==> src/rtl/kgp_pkg.sv <==
// Shared types and defaults for the KGP-RISC fetch front end.
// Holds the sequencer state encoding and the reset address default.
package kgp_pkg;

  typedef enum logic [1:0] {
    BOOT   = 2'd0,
    RUN    = 2'd1,
    HALTED = 2'd2
  } state_t;

  localparam int          PC_W_DEFAULT     = 32;
  localparam logic [31:0] RESET_PC_DEFAULT = 32'h0000_0000;

endpackage

==> src/rtl/pc_sequencer_if.sv <==
// Control/status bundle between the decode side and the PC sequencer.
// The master drives stall/redirect/halt/resume; the slave owns the PC.
interface pc_sequencer_if #(
  parameter int PC_W = 32
);
  logic            stall;
  logic            redirect;
  logic [PC_W-1:0] redirect_pc;
  logic            halt;
  logic            resume;
  logic [PC_W-1:0] fetch_addr;
  logic [PC_W-1:0] pc;
  logic            instr_valid;
  logic [PC_W-1:0] link_pc;
  logic [31:0]     issue_count;

  modport master (
    output stall, redirect, redirect_pc, halt, resume,
    input  fetch_addr, pc, instr_valid, link_pc, issue_count
  );

  modport slave (
    input  stall, redirect, redirect_pc, halt, resume,
    output fetch_addr, pc, instr_valid, link_pc, issue_count
  );
endinterface

==> src/rtl/next_pc_mux.sv <==
// Combinational next-address and next-state selection for pc_sequencer.
// RUN priority: stalled redirect holds, then redirect, then halt, then stall, then pc+1.
module next_pc_mux
  import kgp_pkg::*;
#(
  parameter int            PC_W     = PC_W_DEFAULT,
  parameter logic [PC_W-1:0] RESET_PC = PC_W'(RESET_PC_DEFAULT)
) (
  input  state_t          state,
  input  logic [PC_W-1:0] pc,
  input  logic            stall,
  input  logic            redirect,
  input  logic [PC_W-1:0] redirect_pc,
  input  logic            halt,
  input  logic            resume,
  input  logic            instr_valid,
  output logic [PC_W-1:0] fetch_addr,
  output state_t          next_state
);

  logic            redirect_q;
  logic            halt_q;
  logic [PC_W-1:0] pc_inc;

  // Redirect/halt belong to the presented instruction, so a bubble cannot raise them.
  assign redirect_q = redirect & instr_valid;
  assign halt_q     = halt & instr_valid;
  assign pc_inc     = pc + PC_W'(1);

  always_comb begin
    fetch_addr = pc;
    next_state = state;
    case (state)
      BOOT: begin
        fetch_addr = RESET_PC;
        next_state = RUN;
      end
      RUN: begin
        if (redirect_q && !stall) begin
          fetch_addr = redirect_pc;
        end else if (halt_q && !redirect_q) begin
          next_state = HALTED;
        end else if (!stall) begin
          fetch_addr = pc_inc;
        end
      end
      HALTED: begin
        if (resume) begin
          fetch_addr = pc_inc;
          next_state = RUN;
        end
      end
      default: begin
        fetch_addr = RESET_PC;
        next_state = BOOT;
      end
    endcase
  end

endmodule

==> src/rtl/pc_sequencer.sv <==
// Architectural PC owner for KGP-RISC fetch: drives the instruction memory
// address, tags each returned word with its PC/valid and counts issued instructions.
module pc_sequencer
  import kgp_pkg::*;
#(
  parameter int              PC_W     = PC_W_DEFAULT,
  parameter logic [PC_W-1:0] RESET_PC = PC_W'(RESET_PC_DEFAULT)
) (
  input logic            clk,
  input logic            rst,
  pc_sequencer_if.slave  bus
);

  state_t          state_reg;
  state_t          state_next;
  logic [PC_W-1:0] pc_reg;
  logic            instr_valid_reg;
  logic [31:0]     issue_count_reg;
  logic [PC_W-1:0] fetch_addr;
  logic            count_en;

  next_pc_mux #(
    .PC_W     (PC_W),
    .RESET_PC (RESET_PC)
  ) u_next_pc_mux (
    .state       (state_reg),
    .pc          (pc_reg),
    .stall       (bus.stall),
    .redirect    (bus.redirect),
    .redirect_pc (bus.redirect_pc),
    .halt        (bus.halt),
    .resume      (bus.resume),
    .instr_valid (instr_valid_reg),
    .fetch_addr  (fetch_addr),
    .next_state  (state_next)
  );

  assign count_en = (state_reg == RUN) && instr_valid_reg && !bus.stall && !bus.halt;

  always_ff @(posedge clk or posedge rst) begin
    if (rst) begin
      state_reg       <= BOOT;
      pc_reg          <= RESET_PC;
      instr_valid_reg <= 1'b0;
      issue_count_reg <= 32'd0;
    end else begin
      state_reg       <= state_next;
      pc_reg          <= fetch_addr;
      // Only RUN presents real instructions; entering HALTED inserts a bubble.
      instr_valid_reg <= (state_next == RUN);
      if (count_en) begin
        issue_count_reg <= issue_count_reg + 32'd1;
      end
    end
  end

  assign bus.fetch_addr  = fetch_addr;
  assign bus.pc          = pc_reg;
  assign bus.instr_valid = instr_valid_reg;
  assign bus.link_pc     = pc_reg + PC_W'(1);
  assign bus.issue_count = issue_count_reg;

endmodule

==> src/flat_wrapper.sv <==
// flat-port wrapper written by rule: the top's interface ports become plain ports
module pc_sequencer_flat import kgp_pkg::*;
#(
  parameter int              PC_W     = PC_W_DEFAULT,
  parameter logic [PC_W-1:0] RESET_PC = PC_W'(RESET_PC_DEFAULT)
)
  (clk, rst, bus_stall, bus_redirect, bus_redirect_pc, bus_halt, bus_resume, bus_fetch_addr, bus_pc, bus_instr_valid, bus_link_pc, bus_issue_count);
  pc_sequencer_if #(.PC_W(PC_W)) bus_i ();
  input logic clk;
  input logic rst;
  input wire logic [$bits(bus_i.stall)-1:0] bus_stall;
  input wire logic [$bits(bus_i.redirect)-1:0] bus_redirect;
  input wire logic [$bits(bus_i.redirect_pc)-1:0] bus_redirect_pc;
  input wire logic [$bits(bus_i.halt)-1:0] bus_halt;
  input wire logic [$bits(bus_i.resume)-1:0] bus_resume;
  output wire logic [$bits(bus_i.fetch_addr)-1:0] bus_fetch_addr;
  output wire logic [$bits(bus_i.pc)-1:0] bus_pc;
  output wire logic [$bits(bus_i.instr_valid)-1:0] bus_instr_valid;
  output wire logic [$bits(bus_i.link_pc)-1:0] bus_link_pc;
  output wire logic [$bits(bus_i.issue_count)-1:0] bus_issue_count;
  assign bus_i.stall = bus_stall;
  assign bus_i.redirect = bus_redirect;
  assign bus_i.redirect_pc = bus_redirect_pc;
  assign bus_i.halt = bus_halt;
  assign bus_i.resume = bus_resume;
  assign bus_fetch_addr = bus_i.fetch_addr;
  assign bus_pc = bus_i.pc;
  assign bus_instr_valid = bus_i.instr_valid;
  assign bus_link_pc = bus_i.link_pc;
  assign bus_issue_count = bus_i.issue_count;
  pc_sequencer #(.PC_W(PC_W), .RESET_PC(RESET_PC)) u_core (.clk(clk), .rst(rst), .bus(bus_i));
endmodule
==> config.mk <==
export PLATFORM = sky130hd
export DESIGN_NAME = pc_sequencer_flat
export DESIGN_NICKNAME = d
export VERILOG_FILES = /design/src/rtl/kgp_pkg.sv /design/src/rtl/pc_sequencer_if.sv /design/src/rtl/next_pc_mux.sv /design/src/rtl/pc_sequencer.sv /design/src/flat_wrapper.sv
export SDC_FILE = /design/constraint.sdc
export NUM_CORES = 1
export LEC_CHECK = 0
export CORE_MARGIN = 2
export CORE_UTILIZATION = 50
export CTS_CLUSTER_SIZE = 12
export DETAILED_ROUTE_END_ITERATION = 10
export PLACE_DENSITY_LB_ADDON = 0.2
export RECOVER_POWER = 50
export SLEW_MARGIN = 20
export SYNTH_ARGS = -nofsm -noshare
export SYNTH_HDL_FRONTEND = slang
export SYNTH_SLANG_ARGS = --single-unit
export TNS_END_PERCENT = 50
==> constraint.sdc <==
create_clock -name clk -period 5 [get_ports clk]
set_input_delay 1 -clock clk [delete_from_list [all_inputs] [get_ports clk]]
set_output_delay 1 -clock clk [all_outputs]
set_load 0.01 [all_outputs]
# Word level (Yosys, flattened, before mapping)
# Cells that the tools add are included.
# word_totals
regBits	67
input_bits	38
out_inout_bits	129
word_cells	29
# op_classes
addsub	2
n_eq_ne	3
muxes	9
bitwise	2
n_reduce_logical	9
# ops
op	count
two-way mux 32 bit	4
adder 32 x 1 -> 32 bit (second input constant)	2
one-hot mux 32 bit (2 select lines)	1
two-way mux 2 bit	3
one-hot mux 2 bit (3 select lines)	1
logical AND 1 bit	5
equality test 2 x 1 -> 1 bit (second input constant)	2
zero test 1 bit	3
bitwise AND 1 bit	2
equality test 2 bit (second input constant)	1
zero test 2 bit	1

# Logic depth before layout (Yosys ltp)
# logic_depth
word_depth	7
ltp_mapped	10
ltp_nobuf	7

# Cells and area by module
# A second synthesis with hierarchy kept.
# unflattened
cells_unflattened	601
area_unflattened_um2	5190.0
# modules_own_cells
module	n_inst	cells_each	area_per_inst_um2	seq_area_each_um2
pc_sequencer	1	263	3042.9	1676.6
next_pc_mux	1	338	2147.1	0.0

# Worst setup path after synthesis
# Ideal clock, no wire load.
# synth_timing
kind	input to output
start	input port bus_redirect
end	output port bus_fetch_addr[1]
arrival_time_ns	2.346
required_time_ns	4.000
path_slack_ns	1.654
stages	7
n_path_buf	2
cell_sequence	nand3b_1 -> nand2b_1 -> clkbuf_1 -> buf_2 -> nand2_1 -> a31o_2 -> o22ai_1
# synth_between
elab_chain_cells	6
elab_cells_between_ends	7
classes_between	mux: 3; bitwise: 1; reduce/logical: 3
# synth_lines
item	line	source
from (decl)	flat_wrapper.sv:12	input wire logic [$bits(bus_i.redirect)-1:0] bus_redirect;
bitwise AND 1 bit *	next_pc_mux.sv:26	assign redirect_q = redirect & instr_valid;
zero test 1 bit	next_pc_mux.sv:41	end else if (halt_q && !redirect_q) begin
logical AND 1 bit	next_pc_mux.sv:41	
two-way mux 32 bit	next_pc_mux.sv:41	
two-way mux 32 bit *	next_pc_mux.sv:39	if (redirect_q && !stall) begin
one-hot mux 32 bit (2 select lines) *	next_pc_mux.sv:33	case (state)
to (decl)	flat_wrapper.sv:16	output wire logic [$bits(bus_i.fetch_addr)-1:0] bus_fetch_addr;
# Mark *: on every way between the ends. The rest lies on a longest branch, timed or not.

# Worst setup path after layout
# layout_timing
start	input port bus_stall
end	output port bus_fetch_addr[8]
# layout_between
elab_chain_cells	4
elab_cells_between_ends	6
classes_between	mux: 4; reduce/logical: 2
# layout_lines
item	line	source
from (decl)	flat_wrapper.sv:11	input wire logic [$bits(bus_i.stall)-1:0] bus_stall;
two-way mux 32 bit or zero test 1 bit (tied branches)	next_pc_mux.sv:43, next_pc_mux.sv:39	
two-way mux 32 bit or logical AND 1 bit (tied branches)	next_pc_mux.sv:41, next_pc_mux.sv:39	
two-way mux 32 bit *	next_pc_mux.sv:39	
one-hot mux 32 bit (2 select lines) *	next_pc_mux.sv:33	
# Marks and branches as above.

==> results.md <==
- Slowest stage cell on the critical path: clkdlybuf4s50_1
- Layout fillers: 807
- CP Data Arrival Time: 3.60 ns
- 1st-iter DRT viols: 370
- Placed cells: 843
- Pwr dens: 313 nW/um2
- Core area: 9640 um2
- Yosys cell types: 56
- Avg Cell Area, Syn: 8.44 um2
- CTS tree: yes
- Worst hold-check path type: reg -> reg
- Vias in the first global route: 4,884
- Mux contribution to synthesized area: 0.00436
- Largest fanout on the critical path: 9
- WL per Instance: 18.3 um
- Layout cells sized above 1: 0.0579
- Area grow syn2layout: 38.8%
- Post-CTS Resized: 0
- Mapped cell area: 4880 um2
- Max Clock Skew: 0.0148 ns
- Syn Nets: 622
- MaxCap Viol Count: 2
- Chip width: 103 um
- Setup CP Type: in -> out
- Crit-path cells: clkdlybuf4s50_1 -> buf_4 -> nand2b_1 -> buf_4 -> nor3_1 -> nor3_1 -> o32ai_1 -> clkdlybuf4s50_1
- Clk_lat worst skew: 0.36 ns
- Failing checks: max-capacitance violations, max-slew violations
- RSZ-0062 raised after global routing: false
- Num CTS Buffers: 9
- Ys async rst share: 1.00
- Synth Area in Compound Gates: 0.141
- Final Hold Viols: 0
- Number of enable flip-flop cells after synthesis: 0
- Synth Flop Type: dfrtp_1
- Sequential-to-total area share from yosys stat: 0.344
- Largest net degree at the start of global routing: 41
- # setup viols final: 0
- YS warnings: 0
- Xor and xnor fraction of the mapped netlist area: 0.156
- Hold path cells: 1
- Worst Setup Start Kind: input port
- Max VDD drop: 0.226 mV
- Worst slew pin tran: 1.70 ns
- Final Slew Violations: 70
- Clock period minus worst slack: 4.60 ns
- Yosys top cell area share: 0.344
- Initial core utilization: 0.506
- Remaining antenna violation count after routing: 0
- I/O Pins: 167
- Port bufs: 166
- Initial antenna violation count: 0
- Clk sinks: 67
- Post-CTS setup buffer count: 0
- LEAKAGE: 2.76 nW
- Top post-synthesis cells by area: dfrtp_1, xnor2_1, xor2_1, nor2_1, nand4_1
- Cells after synthesis: 578
- Hold-fix buffers, CTS: 0
- Worst Reg-to-Reg Cells: 6
- Die Y: 103 um
- Clk slew on worst S/H paths: 0.08 ns
- Fin crit share: 0.920
- Remaining DRCs: 0
- DR pass1 iterations: 5
- Adder-cell share of the synthesized area: 0.0154
- Status: complete, but fails checks
- Simple-gate share of the synthesized area: 0.280
- PnR Total Power: 2.12 mW
- Final WL: 15,700 um
- Die Footprint: 10,600 um2
- Clock buffer depth: 2
- Final core utilization: 0.702
- Setup TNS Final: 0 ns
- Largest family of logic cells by synthesized area: simple AND/OR/NAND/NOR gates
- Root buf cell: clkbuf_8
- GRT Total Usage: 0.296
- Pre-CTS setup slack: 0.484 ns
- FF+latch count, synth: 67
- Dpl hpwl: 11,500 um
- Worst path required time: 4.00 ns
- Grt ovf: 0
- NumNets Final: 765
- Vias per Instance: 6.01
- Via count: 5,156
- Largest area contributor in the netlist: dfrtp_1
- Final WS setup: 0.400 ns
- CP endpoint kind: primary output
- Diodes inserted: 0
- Worst slew margin: -0.130
- GP Congestion: 0.924
- CTS H-Tree Depth: 3
- Num rows: 36
- Worst path max stage delay: 0.61 ns
- Post-Layout Cell Count: 858
- F_max: 217 MHz
- Global-route wire length before repair: 24,400 um
## where the power goes
group          switching [mW]  leakage [nW]  internal [mW]
combinational           0.484          1.77          0.424
sequential              0.135         0.891          0.603
clock                   0.229        0.0950          0.244
total                   0.847          2.76           1.27
## worst max-delay path, delay by kind of cell
family,cells,cell delay [ns]
buffers and inverters,4,1.62
AOI/OAI and AO/OA,1,0.42
and+or+nand+nor,3,0.56
## placed cells by master (no fill, tap or decap), types with 10 or more instances in the layout
cell type	netlist	layout
a21oi_1	16	16
and3_1	11	11
buf_4	5	11
clkbuf_8	0	10
clkdlybuf4s50_1	0	116
dfrtp_1	67	67
dlygate4sd3_1	0	50
inv_1	17	17
nand2_1	48	48
nand3_1	28	28
nand4_1	30	30
nor2_1	58	58
nor3_1	17	17
nor4_1	13	13
o211ai_1	15	15
o21ai_0	16	16
o32ai_1	12	12
xnor2_1	44	44
xor2_1	43	43
## cell usage after synthesis, drive strengths merged, types with 12 or more instances
cell type,count
a21oi,16
and3,12
buf,32
clkbuf,14
dfrtp,67
inv,17
nand2,48
nand3,30
nand4,30
nor2,58
nor3,21
nor4,14
o211ai,15
o21ai,17
o32ai,12
xnor2,44
xor2,43
## per-layer routing
layer	vias up	GRT usage	wire length, um
li1	2362	-	-
met1	2461	0.390	6300
met2	292	0.482	7570
met3	41	0.0583	1440
met4	0	0.121	401
met5	-	0	0
## layout make-up
class / count / area [um2] / share of cell area
tap: 133 / 166 / 0.0246
clock buffer: 10 / 138 / 0.0203
sequential: 67 / 1680 / 0.248
timing repair buffer: 178 / 1750 / 0.258
inverter: 17 / 63.8 / 0.00943
multi-input combinational: 448 / 2920 / 0.431
clock inverter: 5 / 62.6 / 0.00924
## cell families (layout without fill, tap and decap cells)
kind of cell	count (synthesis)	count (layout)
multiplexers	2	2
flip-flops	67	67
AND/OR/NAND/NOR	255	255
adder cells (fa/ha/maj)	6	6
AO/OA/AOI/OAI	98	98
buffers and inverters	63	210
XOR/XNOR	87	87
## per-stage QoR
| step | hold WS [ns] | cell area (um2) |
|---|---|---|
| floorplan | 0.504 | 4880 |
| global placement | 0.458 | 6570 |
| detailed placement | 0.464 | 6570 |
| CTS | 0.475 | 6770 |
| global route | 0.489 | 6770 |
| finish | 0.469 | 6770 |
## path summary, 6_finish.rpt
check                                                start                    endpoint  slack (ns)
worst max-delay path                             bus_stall           bus_fetch_addr[8]        0.40
worst min-delay path            u_core.bus.issue_count[31]  u_core.bus.issue_count[31]        0.47
worst max register to register            u_core.bus.pc[1]           u_core.bus.pc[24]        2.37
worst min register to register  u_core.bus.issue_count[31]  u_core.bus.issue_count[31]        0.47
max in group asynchronous                              rst           u_core.bus.pc[14]        1.14
min in group asynchronous                              rst  u_core.bus.issue_count[21]        1.58
(Power assumes the default switching activity.)
